`src/rtl/mov_wide_exec_if.sv`:
```
// mov_wide_exec_if: decode-side and writeback-side valid/ready bundle for mov_wide_exec
interface mov_wide_exec_if;
    logic        in_valid;
    logic        in_ready;
    logic [1:0]  in_op;
    logic        in_sf;
    logic [1:0]  in_hw;
    logic [15:0] in_imm16;
    logic [4:0]  in_rd;
    logic [63:0] in_rd_val;
    logic        out_valid;
    logic        out_ready;
    logic [4:0]  out_rd;
    logic [63:0] out_result;
    logic        out_illegal;

    modport master (
        output in_valid, in_op, in_sf, in_hw, in_imm16, in_rd, in_rd_val, out_ready,
        input  in_ready, out_valid, out_rd, out_result, out_illegal
    );

    modport slave (
        input  in_valid, in_op, in_sf, in_hw, in_imm16, in_rd, in_rd_val, out_ready,
        output in_ready, out_valid, out_rd, out_result, out_illegal
    );
endinterface

```
`src/rtl/mov_wide_exec.sv`:
```
// mov_wide_exec: two-stage MOVZ/MOVK/MOVN execute unit; define MOVK_FWD_EN to forward stage-2 results into a dependent MOVK
module mov_wide_exec #(
    parameter logic [4:0] XZR_IDX = 5'd31
) (
    input logic            clk,
    input logic            reset_n,
    mov_wide_exec_if.slave bus_io
);
    localparam logic [1:0] OP_MOVK = 2'b01;
    localparam logic [1:0] OP_MOVN = 2'b10;
    localparam logic [1:0] OP_RSVD = 2'b11;
`ifdef MOVK_FWD_EN
    localparam logic FWD_EN = 1'b1;
`else
    localparam logic FWD_EN = 1'b0;
`endif

    logic        s1_valid_q;
    logic [1:0]  s1_op_q;
    logic        s1_sf_q;
    logic        s1_ill_q;
    logic [4:0]  s1_rd_q;
    logic [63:0] s1_val_q;
    logic [63:0] s1_keep_q;
    logic [63:0] s1_rd_val_q;
    logic        s2_valid_q;
    logic        s2_ill_q;
    logic [4:0]  s2_rd_q;
    logic [63:0] s2_result_q;

    logic        adv1;
    logic        adv2;
    logic [5:0]  shamt;
    logic        s1_ill_d;
    logic [63:0] s1_val_d;
    logic [63:0] s1_keep_d;
    logic        fwd_hit;
    logic [63:0] old_val;
    logic [63:0] s2_result_d;

    // Stage 2 may load when empty or draining; stage 1 when empty or moving into stage 2
    assign adv2           = !s2_valid_q || bus_io.out_ready;
    assign adv1           = !s1_valid_q || adv2;
    assign bus_io.in_ready = adv1;

    assign shamt     = {bus_io.in_hw, 4'b0000};
    assign s1_val_d  = {48'h0, bus_io.in_imm16} << shamt;
    assign s1_keep_d = ~({48'h0, 16'hFFFF} << shamt);
    assign s1_ill_d  = (bus_io.in_op == OP_RSVD) || (!bus_io.in_sf && bus_io.in_hw[1]);

    // Stage-2 value: choose old Rd (forwarded or latched), apply the op, clip 32-bit forms, squash illegal ops
    always_comb begin
        fwd_hit     = FWD_EN && (s1_op_q == OP_MOVK) && s2_valid_q && (s2_rd_q == s1_rd_q) && (s1_rd_q != XZR_IDX);
        old_val     = fwd_hit ? s2_result_q : s1_rd_val_q;
        s2_result_d = (s1_op_q == OP_MOVN) ? ~s1_val_q :
                      (s1_op_q == OP_MOVK) ? ((old_val & s1_keep_q) | s1_val_q) : s1_val_q;
        if (!s1_sf_q)
            s2_result_d[63:32] = 32'h0;
        if (s1_ill_q)
            s2_result_d = 64'h0;
    end

    // Stage 1: latch the shaped operands of an accepted op
    always_ff @(posedge clk or negedge reset_n) begin
        if (!reset_n) begin
            s1_valid_q  <= 1'b0;
            s1_op_q     <= 2'b00;
            s1_sf_q     <= 1'b0;
            s1_ill_q    <= 1'b0;
            s1_rd_q     <= 5'd0;
            s1_val_q    <= 64'h0;
            s1_keep_q   <= 64'h0;
            s1_rd_val_q <= 64'h0;
        end else begin
            if (adv1)
                s1_valid_q <= bus_io.in_valid;
            if (adv1 && bus_io.in_valid) begin
                s1_op_q     <= bus_io.in_op;
                s1_sf_q     <= bus_io.in_sf;
                s1_ill_q    <= s1_ill_d;
                s1_rd_q     <= bus_io.in_rd;
                s1_val_q    <= s1_val_d;
                s1_keep_q   <= s1_keep_d;
                s1_rd_val_q <= bus_io.in_rd_val;
            end
        end
    end

    // Stage 2: hold the result steady until writeback takes it
    always_ff @(posedge clk or negedge reset_n) begin
        if (!reset_n) begin
            s2_valid_q  <= 1'b0;
            s2_ill_q    <= 1'b0;
            s2_rd_q     <= 5'd0;
            s2_result_q <= 64'h0;
        end else begin
            if (adv2)
                s2_valid_q <= s1_valid_q;
            if (adv2 && s1_valid_q) begin
                s2_ill_q    <= s1_ill_q;
                s2_rd_q     <= s1_rd_q;
                s2_result_q <= s2_result_d;
            end
        end
    end

    assign bus_io.out_valid   = s2_valid_q;
    assign bus_io.out_rd      = s2_rd_q;
    assign bus_io.out_result  = s2_result_q;
    assign bus_io.out_illegal = s2_ill_q;
endmodule
```
`src/flat_wrapper.sv`:
```
// flat-port wrapper written by rule: the top's interface ports become plain ports
module mov_wide_exec_flat 
#(
    parameter logic [4:0] XZR_IDX = 5'd31
)
  (clk, reset_n, bus_io_in_valid, bus_io_in_op, bus_io_in_sf, bus_io_in_hw, bus_io_in_imm16, bus_io_in_rd, bus_io_in_rd_val, bus_io_out_ready, bus_io_in_ready, bus_io_out_valid, bus_io_out_rd, bus_io_out_result, bus_io_out_illegal);
  mov_wide_exec_if bus_io_i ();
  input logic clk;
  input logic reset_n;
  input wire logic [$bits(bus_io_i.in_valid)-1:0] bus_io_in_valid;
  input wire logic [$bits(bus_io_i.in_op)-1:0] bus_io_in_op;
  input wire logic [$bits(bus_io_i.in_sf)-1:0] bus_io_in_sf;
  input wire logic [$bits(bus_io_i.in_hw)-1:0] bus_io_in_hw;
  input wire logic [$bits(bus_io_i.in_imm16)-1:0] bus_io_in_imm16;
  input wire logic [$bits(bus_io_i.in_rd)-1:0] bus_io_in_rd;
  input wire logic [$bits(bus_io_i.in_rd_val)-1:0] bus_io_in_rd_val;
  input wire logic [$bits(bus_io_i.out_ready)-1:0] bus_io_out_ready;
  output wire logic [$bits(bus_io_i.in_ready)-1:0] bus_io_in_ready;
  output wire logic [$bits(bus_io_i.out_valid)-1:0] bus_io_out_valid;
  output wire logic [$bits(bus_io_i.out_rd)-1:0] bus_io_out_rd;
  output wire logic [$bits(bus_io_i.out_result)-1:0] bus_io_out_result;
  output wire logic [$bits(bus_io_i.out_illegal)-1:0] bus_io_out_illegal;
  assign bus_io_i.in_valid = bus_io_in_valid;
  assign bus_io_i.in_op = bus_io_in_op;
  assign bus_io_i.in_sf = bus_io_in_sf;
  assign bus_io_i.in_hw = bus_io_in_hw;
  assign bus_io_i.in_imm16 = bus_io_in_imm16;
  assign bus_io_i.in_rd = bus_io_in_rd;
  assign bus_io_i.in_rd_val = bus_io_in_rd_val;
  assign bus_io_i.out_ready = bus_io_out_ready;
  assign bus_io_in_ready = bus_io_i.in_ready;
  assign bus_io_out_valid = bus_io_i.out_valid;
  assign bus_io_out_rd = bus_io_i.out_rd;
  assign bus_io_out_result = bus_io_i.out_result;
  assign bus_io_out_illegal = bus_io_i.out_illegal;
  mov_wide_exec #(.XZR_IDX(XZR_IDX)) u_core (.clk(clk), .reset_n(reset_n), .bus_io(bus_io_i));
endmodule
```
`config.mk`:
```
export PLATFORM = sky130hd
export DESIGN_NAME = mov_wide_exec_flat
export DESIGN_NICKNAME = d
export VERILOG_FILES = /design/src/rtl/mov_wide_exec_if.sv /design/src/rtl/mov_wide_exec.sv /design/src/flat_wrapper.sv
export SDC_FILE = /design/constraint.sdc
export NUM_CORES = 1
export LEC_CHECK = 0
export ABC_AREA = 1
export CORE_AREA = 2 2 161 163
export CTS_CLUSTER_SIZE = 14
export DETAILED_ROUTE_END_ITERATION = 7
export DIE_AREA = 0 0 163 165
export HOLD_SLACK_MARGIN = 0.08
export SLEW_MARGIN = 20
export SYNTH_ARGS = -nofsm -noshare
export SYNTH_HDL_FRONTEND = slang
export SYNTH_SLANG_ARGS = --single-unit
```
`constraint.sdc`:
```
create_clock -name clk -period 1.8 [get_ports clk]
set_input_delay 0.36 -clock clk [delete_from_list [all_inputs] [get_ports clk]]
set_output_delay 0.36 -clock clk [all_outputs]
set_load 0.1 [all_outputs]
```
# --- Yosys cells after proc, flatten, opt, wreduce, memory -nomap -nowiden ---
# Index checks and enable logic that the tools add are counted.
op_classes:
  addsub: 0
  multipliers: 0
  n_div: 0
  order_cmp: 0
  n_eq_ne: 3
  shifts: 2
  n_mux: 4
  bitwise: 4
  reduce_logical: 9
op_table:
  columns: ["cell", "n"]
  rows:
  - ["2-to-1 mux 64 bit", 3]
  - ["inverter 64 bit", 2]
  - ["AND 64 bit", 1]
  - ["OR 64 bit", 1]
  - ["<< shifter 16 x 6 -> 64 bit", 1]
  - ["<< shifter 16 x 6 -> 64 bit (first input constant)", 1]
  - ["2-to-1 mux 32 bit", 1]
  - ["equality test 2 bit (second input constant)", 2]
  - ["logical AND 1 bit", 3]
  - ["logical NOT 1 bit", 3]
  - ["logical OR 1 bit", 3]
  - ["equality test 2 x 1 -> 1 bit (second input constant)", 1]
totals:
  reg_bits: 273
  latch_bits: 0
  ramBits: 0
  rom_bits: 0
  input_bits: 94
  out_inout_bits: 72
  memories: 0

# --- Depth between registers and ports, before layout ---
# Gate-level depths: netlist (run 1).
logic_depth:
  depth_word: 6
  depth_mapped: 8
  ltp_nobuf: 7

# --- Least setup slack after synthesis (run 1) ---
# OpenSTA, ideal clock, no wires.
synth_timing:
  path_kind: "reg2reg"
  from: "register u_core.s2_valid_q, in the netlist u_core.bus_io.out_valid"
  to: "register u_core.s1_val_q[10]"
  setup_ns: 0.117
  t_arrival_ns: 2.885
  required_ns: 1.683
  path_slack_ns: -1.202
  stages_incl_launch_ff: 8
  path_buffers: 2
  cell_sequence: "dfrtp_1 > nand3_1 > nand2_2 > inv_2 > buf_6 > buf_2 > nand3_1 > nand2_1"
synth_between:
  elab_chain_cells: 4
synth_lines:
  columns: ["element", "line", "text"]
  rows:
  - ["start, declared", "mov_wide_exec.sv:26", "logic s2_valid_q;"]
  - ["start signal, assigned", "mov_wide_exec.sv:98", "s2_valid_q <= s1_valid_q;"]
  - ["logical NOT 1 bit", "mov_wide_exec.sv:42", "assign adv2 = !s2_valid_q || bus_io.out_ready;"]
  - ["logical OR 1 bit", "mov_wide_exec.sv:42", null]
  - ["logical OR 1 bit", "mov_wide_exec.sv:43", "assign adv1 = !s1_valid_q || adv2;"]
  - ["named net bus_io_in_ready", "flat_wrapper.sv:18", "output wire logic [$bits(bus_io_i.in_ready)-1:0] bus_io_in_ready;"]
  - ["logical AND 1 bit", "mov_wide_exec.sv:77", "if (adv1 && bus_io.in_valid) begin"]
  - ["end signal, assigned", "mov_wide_exec.sv:82", "s1_val_q <= s1_val_d;"]
  - ["end, declared", "mov_wide_exec.sv:23", "logic [63:0] s1_val_q;"]
# The timed path passes the listed nets, and every way through them passes these cells.
# A chain may end at the register's enable or synchronous reset.

# --- Worst setup path in the final report (run 1) ---
layout_timing:
  from: "register u_core.s2_valid_q, in the netlist u_core.bus_io.out_valid"
  to: "output bus_io_out_valid"
layout_lines:
  columns: ["element", "line", "text"]
  rows:
  - ["end, declared", "flat_wrapper.sv:19", "output wire logic [$bits(bus_io_i.out_valid)-1:0] bus_io_out_valid;"]
# No word-level cell between the ends.

==> impl_metrics.py, run 1 <==
metrics = {
    "outcome": {
        "status": "finished, final reports clean",
    },
    "worst_setup_path": {
        "critPathMaxFanout": 2,
        "critPathLaunch": "u_core.bus_io.out_valid",
        "crit_buf_inv": 2,
        "cp-end-kind": "primary output",
        "cp_top_family": "flip-flops",
        "rr_worst_depth": 7,
        "rrSetupSlack_ps": 330,
        "max_stage_delay_ps": 490,
        "regToRegEndpoint": "u_core.bus_io.out_result[22]",
        "endpoint": "bus_io_out_valid",
        "path_class": "reg2out",
        "cp.depth": 2,
        "cp.required_ps": 1440,
        "crit_path_cell_trace": "buf_4 -> buf_12",
        "arrival_ps": 1310,
        "setup.worst_path.start_class": "register",
        "r2r_start": "u_core.bus_io.out_valid",
        "cp_slowest_cell": "dfrtp_4",
    },
    "yosys": {
        "synth_seq_cells": 213,
        "syn_area_per_cell_um2": 7.35,
        "syn-num-nets": 1450,
        "netlist_area_mm2": 0.00997,
        "netlist_instances": 1356,
        "synth.top_cell.area_share_pct": 53.5,
        "synth.distinct_cells": 16,
        "synth_area_leader_cell": "dfrtp_1",
        "synth_warnings": 0,
        "ys_top_cells_by_area": "dfrtp_1, nand2_1, nand3_1",
        "ys_seq_area_share_pct": 53.5,
    },
    "power": {
        "ir_drop_mv": 1.08,
        "p_leak_nw": 7.19,
        "clockPowerShare_pct": 27.5,
        "p_int_w": 0.0110,
        "cellPowerDensity_mw_per_mm2": 1330,
        "power_switching_share_pct": 39.4,
        "finalPower_w": 0.0182,
        "p_seq_share_pct": 34.8,
        "comb_power_share_pct": 37.7,
        "p_switching_w": 0.00716,
    },
    "timing": {
        "period_minus_slack_ps": 1670,
        "hold_slack_ps": 379,
        "drv_slew": 0,
        "fin_tns_setup_ps": 0,
        "finalClockSkew_ps": 8.36,
        "tightestPinTransition_ps": 668,
        "setup_viol": 0,
        "post-route-period-util_pct": 92.8,
        "rsz0062_at_grt": "no",
        "timing_hold_violations_final": 0,
        "fmax_ghz": 0.599,
        "slew_headroom_pct": 55.5,
    },
    "floorplanning": {
        "fp.dieArea_mm2": 0.0269,
        "start_util_pct": 39.8,
        "std_cell_rows": 58,
        "ioPinCount": 166,
        "die_height_um": 165,
        "core_area_mm2": 0.0250,
        "dieWidth_um": 163,
    },
    "drt": {
        "firstDrtPassIters": 7,
        "ant_nets": 0,
        "routed_via_density": 4.73,
        "wl_um": 27500,
        "vias": 8748,
        "drc_errors": 0,
        "wl_per_cell_um": 14.9,
        "drtIter0Drc": 556,
    },
    "placed_design": {
        "dp_cells": 1808,
        "dpl.hpwl_um": 18600,
        "gp_congestion": 0.822,
        "io_buffers": 165,
        "place_area_mm2": 0.0129,
    },
    "cells_and_area": {
        "syn2layout_area_growth_pct": 37.6,
        "fin_cells": 1851,
        "nets": 1599,
        "drive_above_1_share_pct": 10.5,
        "design_area_mm2": 0.0137,
    },
    "cts": {
        "cts_sinks": 213,
        "cts_resized": 0,
        "cts_tree": "built",
        "cts_root_buf": "clkbuf_16",
        "h-tree-depth": 1,
        "insertion_delay_ps": 510,
        "path_clk_slew_ps": 60,
        "clock_path_buffers": 3,
        "cts_buffers": 24,
    },
    "global_route": {
        "antenna_found_initial": 2,
        "grt_util_all_layers_pct": 21.0,
        "grt_remaining_overflow": 0,
        "grt_max_degree": 77,
        "grt_pass1_vias": 8646,
        "grt_pass1_wl_um": 45100,
    },
    "worst_hold_path": {
        "hold_class": "in2reg",
    },
    "run": {
        "cap_violations": 0,
    },
}
[cells in the mapped netlist]
cell,number
nor2_4,2
buf_6,1
dfrtp_1,213
clkbuf_1,20
a21oi_1,32
buf_1,4
nand3_1,99
nor2_2,1
nor2_1,98
nand2_1,690
buf_2,46
inv_2,5
o21ai_0,48
inv_1,86
buf_4,10
nand2_2,1
[sequential cells by signal (all words and copies together) (netlist names)]
register,cells
u_core.s1_rd_q,5
u_core.bus_io.out_result,64
u_core.s1_val_q,64
u_core.s1_ill_q,1
u_core.bus_io.out_illegal,1
u_core.s1_keep_q,4
u_core.bus_io.out_valid,1
u_core.old_val,64
u_core.s1_valid_q,1
u_core.s1_op_q,2
u_core.s1_sf_q,1
u_core.bus_io.out_rd,5
[cells in the final DEF (no fill, tap or decap), types with 2 or more instances in the layout]
| cell | n |
|---|---|
| clkbuf_16 | 25 |
| clkbuf_1 | 3 |
| nand2_1 | 689 |
| diode_2 | 2 |
| o21ai_0 | 48 |
| dfrtp_1 | 212 |
| buf_12 | 90 |
| clkdlybuf4s50_1 | 92 |
| a21oi_1 | 32 |
| inv_2 | 4 |
| inv_1 | 86 |
| nor2_1 | 98 |
| clkbuf_8 | 11 |
| buf_4 | 20 |
| nor2_4 | 2 |
| nand3_1 | 98 |
[what timing repair did]
action	4_1_cts	5_1_grt
setup buffers	1	0
hold endpoints to repair	49	0
endpoints found under the setup margin	1	1
hold buffers	1	0
pin swaps	0	0
[cell families after synthesis]
| logic type | Yosys count | synth area share, % |
|---|---|---|
| simple gates | 891 | 35.0 |
| buf+inv | 172 | 7.51 |
| compound gates | 80 | 4.02 |
| flops | 213 | 53.5 |
[per-stage QoR]
step | setup slack (ps) | util, %
after global placement | 79.9 | 51.5
final | 130 | 54.8
after CTS | 21.9 | 54.8
after global routing | 84.7 | 54.8
after detailed placement | 36.9 | 51.5
after floorplan | 12.6 | -
[power groups by stage]
stage | Sequential, W | Clock, W | Combinational, W
after floorplan | 0.00873 | 0 | 0.00168
final | 0.00633 | 0.00500 | 0.00685
after global routing | 0.00643 | 0.00531 | 0.00728
after global placement | 0.00641 | 0 | 0.00683
after CTS | 0.00635 | 0.00510 | 0.00691
after detailed placement | 0.00641 | 0 | 0.00689
[worst reg2reg max path: stages, from the launching register on]
cell,delay [ps]
dfrtp_4,490
buf_4,150
nand2_1,120
nand3_1,180
buf_12,230
nor2_1,110
nand2_1,70
nand2_1,60
[worst min path at each step]
stage / start / to / slack, ps / cells past startpoint
global route: bus_io_in_rd_val[39] / u_core.old_val[39] / 370 / 3
detailed placement: reset_n / u_core.old_val[58] / 350 / 1
finish: bus_io_in_rd_val[39] / u_core.old_val[39] / 380 / 3
floorplan: reset_n / u_core.bus_io.out_illegal / 60 / 0
global placement: reset_n / u_core.old_val[58] / 350 / 1
CTS: bus_io_in_rd_val[39] / u_core.old_val[39] / 360 / 3
[layout make-up]
cell class	count	area [µm²]
Multi-Input combinational cell	971	3910
Clock inverter	1	30.0
Timing Repair Buffer	204	2900
Sequential cell	213	5330
Clock buffer	39	788
Fill cell	2378	11300
Antenna cell	2	5.00
Inverter	91	343
Tap cell	330	413
[metal layers]
| metal | GRT usage [%] | wire length (µm) | vias to the layer above |
|---|---|---|---|
| li1 | - | - | 4420 |
| met1 | 27.8 | 12100 | 4070 |
| met2 | 36.5 | 13500 | 222 |
| met3 | 3.19 | 1410 | 36 |
| met4 | 4.67 | 477 | 0 |
| met5 | 0 | 0 | - |
Note: power is estimated with default switching activity, not from simulation.
==> inputs of run 2 (changes only) <==
Settings changed: CORE_AREA 2 2 161 163 to 2 2 115 229, DIE_AREA 0 0 163 165 to 0 0 117 231.
==> run 2 against run 1 <==
Effect of this change: first-iteration DRC count shrank 4.5%; critical path depth grew 1; non-clock buffer count grew 3; sequential power is essentially flat; via count grew 0.40%; highest routed layer unchanged; the flow now finishes with violations (DRC); total power shrank 1.8%; largest cell class unchanged; maximum frequency shrank 5.4%; hold slack gained 4.9 ps; final cell count grew 0.43%.
==> impl_metrics.py, run 2 (same netlist as run 1, synthesis figures left out) <==
metrics = {
    "global_route": {
        "grt_pass1_wl_um": 45700,
        "met1_usage_pct": 25.9,
        "grt_util_all_layers_pct": 21.2,
        "grt_util_met3_pct": 3.94,
        "busiest_layer": "met2",
        "grt_max_degree": 65,
        "grt_remaining_overflow": 0,
        "grt.met2_usage_pct": 36.5,
        "antenna_found_initial": 0,
        "grt_pass1_vias": 9158,
    },
    "power": {
        "cellPowerDensity_mw_per_mm2": 1310,
        "finalPower_w": 0.0179,
        "p_switching_w": 0.00712,
        "power_switching_share_pct": 39.9,
        "clockPowerShare_pct": 26.3,
        "p_leak_nw": 7.16,
        "p_seq_share_pct": 35.4,
        "comb_power_share_pct": 38.4,
        "ir_drop_mv": 1.04,
        "p_int_w": 0.0107,
    },
    "worst_setup_path": {
        "critPathMaxFanout": 3,
        "cp_top_family": "flip-flops",
        "path_class": "reg2out",
        "max_stage_delay_ps": 510,
        "setup.worst_path.start_class": "register",
        "crit_path_cell_trace": "nand3_4 -> buf_4 -> buf_12",
        "arrival_ps": 1410,
        "cp.required_ps": 1440,
        "cp_slowest_cell": "dfrtp_4",
        "crit_buf_inv": 2,
        "cp-end-kind": "primary output",
    },
    "cells_and_area": {
        "design_area_mm2": 0.0136,
        "register_area_mm2": 0.00533,
        "diodes": 0,
        "final_core_util_pct": 53.6,
        "syn2layout_area_growth_pct": 36.9,
        "nets": 1599,
        "drive_above_1_share_pct": 10.5,
        "nFillCells": 2403,
        "layout_commonest_cell": "nand2_1",
        "mostFrequentLayoutCells": "nand2_1, dfrtp_1, nand3_1, nor2_1, clkdlybuf4s50_1",
        "multi_input_area_mm2": 0.00391,
        "fin_cells": 1859,
    },
    "drt": {
        "drc_errors": 2,
        "vias": 8783,
        "wl_um": 27400,
        "routed_via_density": 4.72,
        "wl_per_cell_um": 14.7,
        "ant_nets": 0,
        "drtIter0Drc": 531,
        "firstDrtPassIters": 8,
    },
    "floorplanning": {
        "start_util_pct": 39.2,
        "ioPinCount": 166,
        "std_cell_rows": 83,
        "fp.dieArea_mm2": 0.0270,
        "dieWidth_um": 117,
        "core_area_mm2": 0.0254,
        "die_height_um": 231,
    },
    "timing": {
        "finalClockSkew_ps": 9.42,
        "post-route-period-util_pct": 98.1,
        "slew_headroom_pct": 55.3,
        "hold_slack_ps": 383,
        "tightestPinTransition_ps": 670,
        "period_minus_slack_ps": 1770,
        "rsz0062_at_grt": "no",
        "drv_slew": 0,
        "setup_viol": 0,
        "timing_hold_violations_final": 0,
        "fmax_ghz": 0.566,
    },
    "placed_design": {
        "dp_cells": 1821,
        "place_area_mm2": 0.0129,
        "gp_congestion": 0.827,
        "dpl.hpwl_um": 19400,
        "io_buffers": 165,
    },
    "cts": {
        "h-tree-depth": 1,
        "cts_buffers": 21,
        "cts_tree": "built",
        "clock_path_buffers": 3,
        "path_clk_slew_ps": 60,
        "cts_sinks": 213,
        "insertion_delay_ps": 510,
        "cts_root_buf": "clkbuf_16",
    },
    "worst_hold_path": {
        "hold_class": "in2async",
    },
    "outcome": {
        "status": "finished, violations left",
        "violations": "DRC",
    },
    "run": {
        "cap_violations": 0,
    },
}
## run 2: cell count changes in the layout (fill, tap and decap cells not counted)
cell / previous run / this run
buf_4: 20 / 24
diode_2: 2 / 0
buf_12: 90 / 89
clkinv_2: 1 / 5
clkbuf_16: 25 / 21
bufinv_16: 1 / 3
clkbuf_8: 11 / 6
## run 2: timing repair
| action | 4_1_cts | 5_1_grt |
|---|---|---|
| hold buffers | 1 | 0 |
| gates resized for setup | 0 | 0 |
| setup buffers | 0 | 0 |
| hold endpoints to repair | 49 | 0 |
## run 2: power groups by stage
stage,logic (W),registers [W],clock network [W]
final,0.00685,0.00632,0.00469
after global routing,0.00728,0.00641,0.00496
after CTS,0.00691,0.00632,0.00480
after detailed placement,0.00690,0.00639,0
after global placement,0.00684,0.00639,0
after floorplan,0.00168,0.00873,0
## run 2: metrics by stage
step | setup WS [ps] | TNS, ps
final | 34.3 | 0
after global routing | 1.22 | 0
after CTS | 13.4 | 0
after detailed placement | -15.3 | -15.3
after global placement | -11.3 | -11.3
after floorplan | 12.6 | 0
## run 2: final timing paths
check	startpoint	to	slack, ps	cells after the start
setup / recovery	u_core.bus_io.out_valid	bus_io_in_ready	30	3
hold / removal	reset_n	u_core.old_val[54]	380	2
setup reg to reg	u_core.bus_io.out_valid	u_core.bus_io.out_result[57]	420	6
hold reg to reg	u_core.old_val[3]	u_core.old_val[3]	480	2
max in group asynchronous	reset_n	u_core.old_val[14]	790	3
min in group clk	bus_io_in_rd_val[6]	u_core.old_val[6]	380	3
## run 2: final cells by class
type,instances,share of cell area [%]
Inverter,91,2.51
Clock inverter,7,0.807
Tap cell,340,3.12
Sequential cell,213,39.1
Multi-Input combinational cell,971,28.6
Clock buffer,30,4.54
Timing Repair Buffer,207,21.3
## run 2: routing by layer
metal / up-vias / routed length (µm)
li1: 4407 / -
met1: 4052 / 11100
met2: 268 / 13600
met3: 56 / 1680
met4: 0 / 1000
met5: - / 0
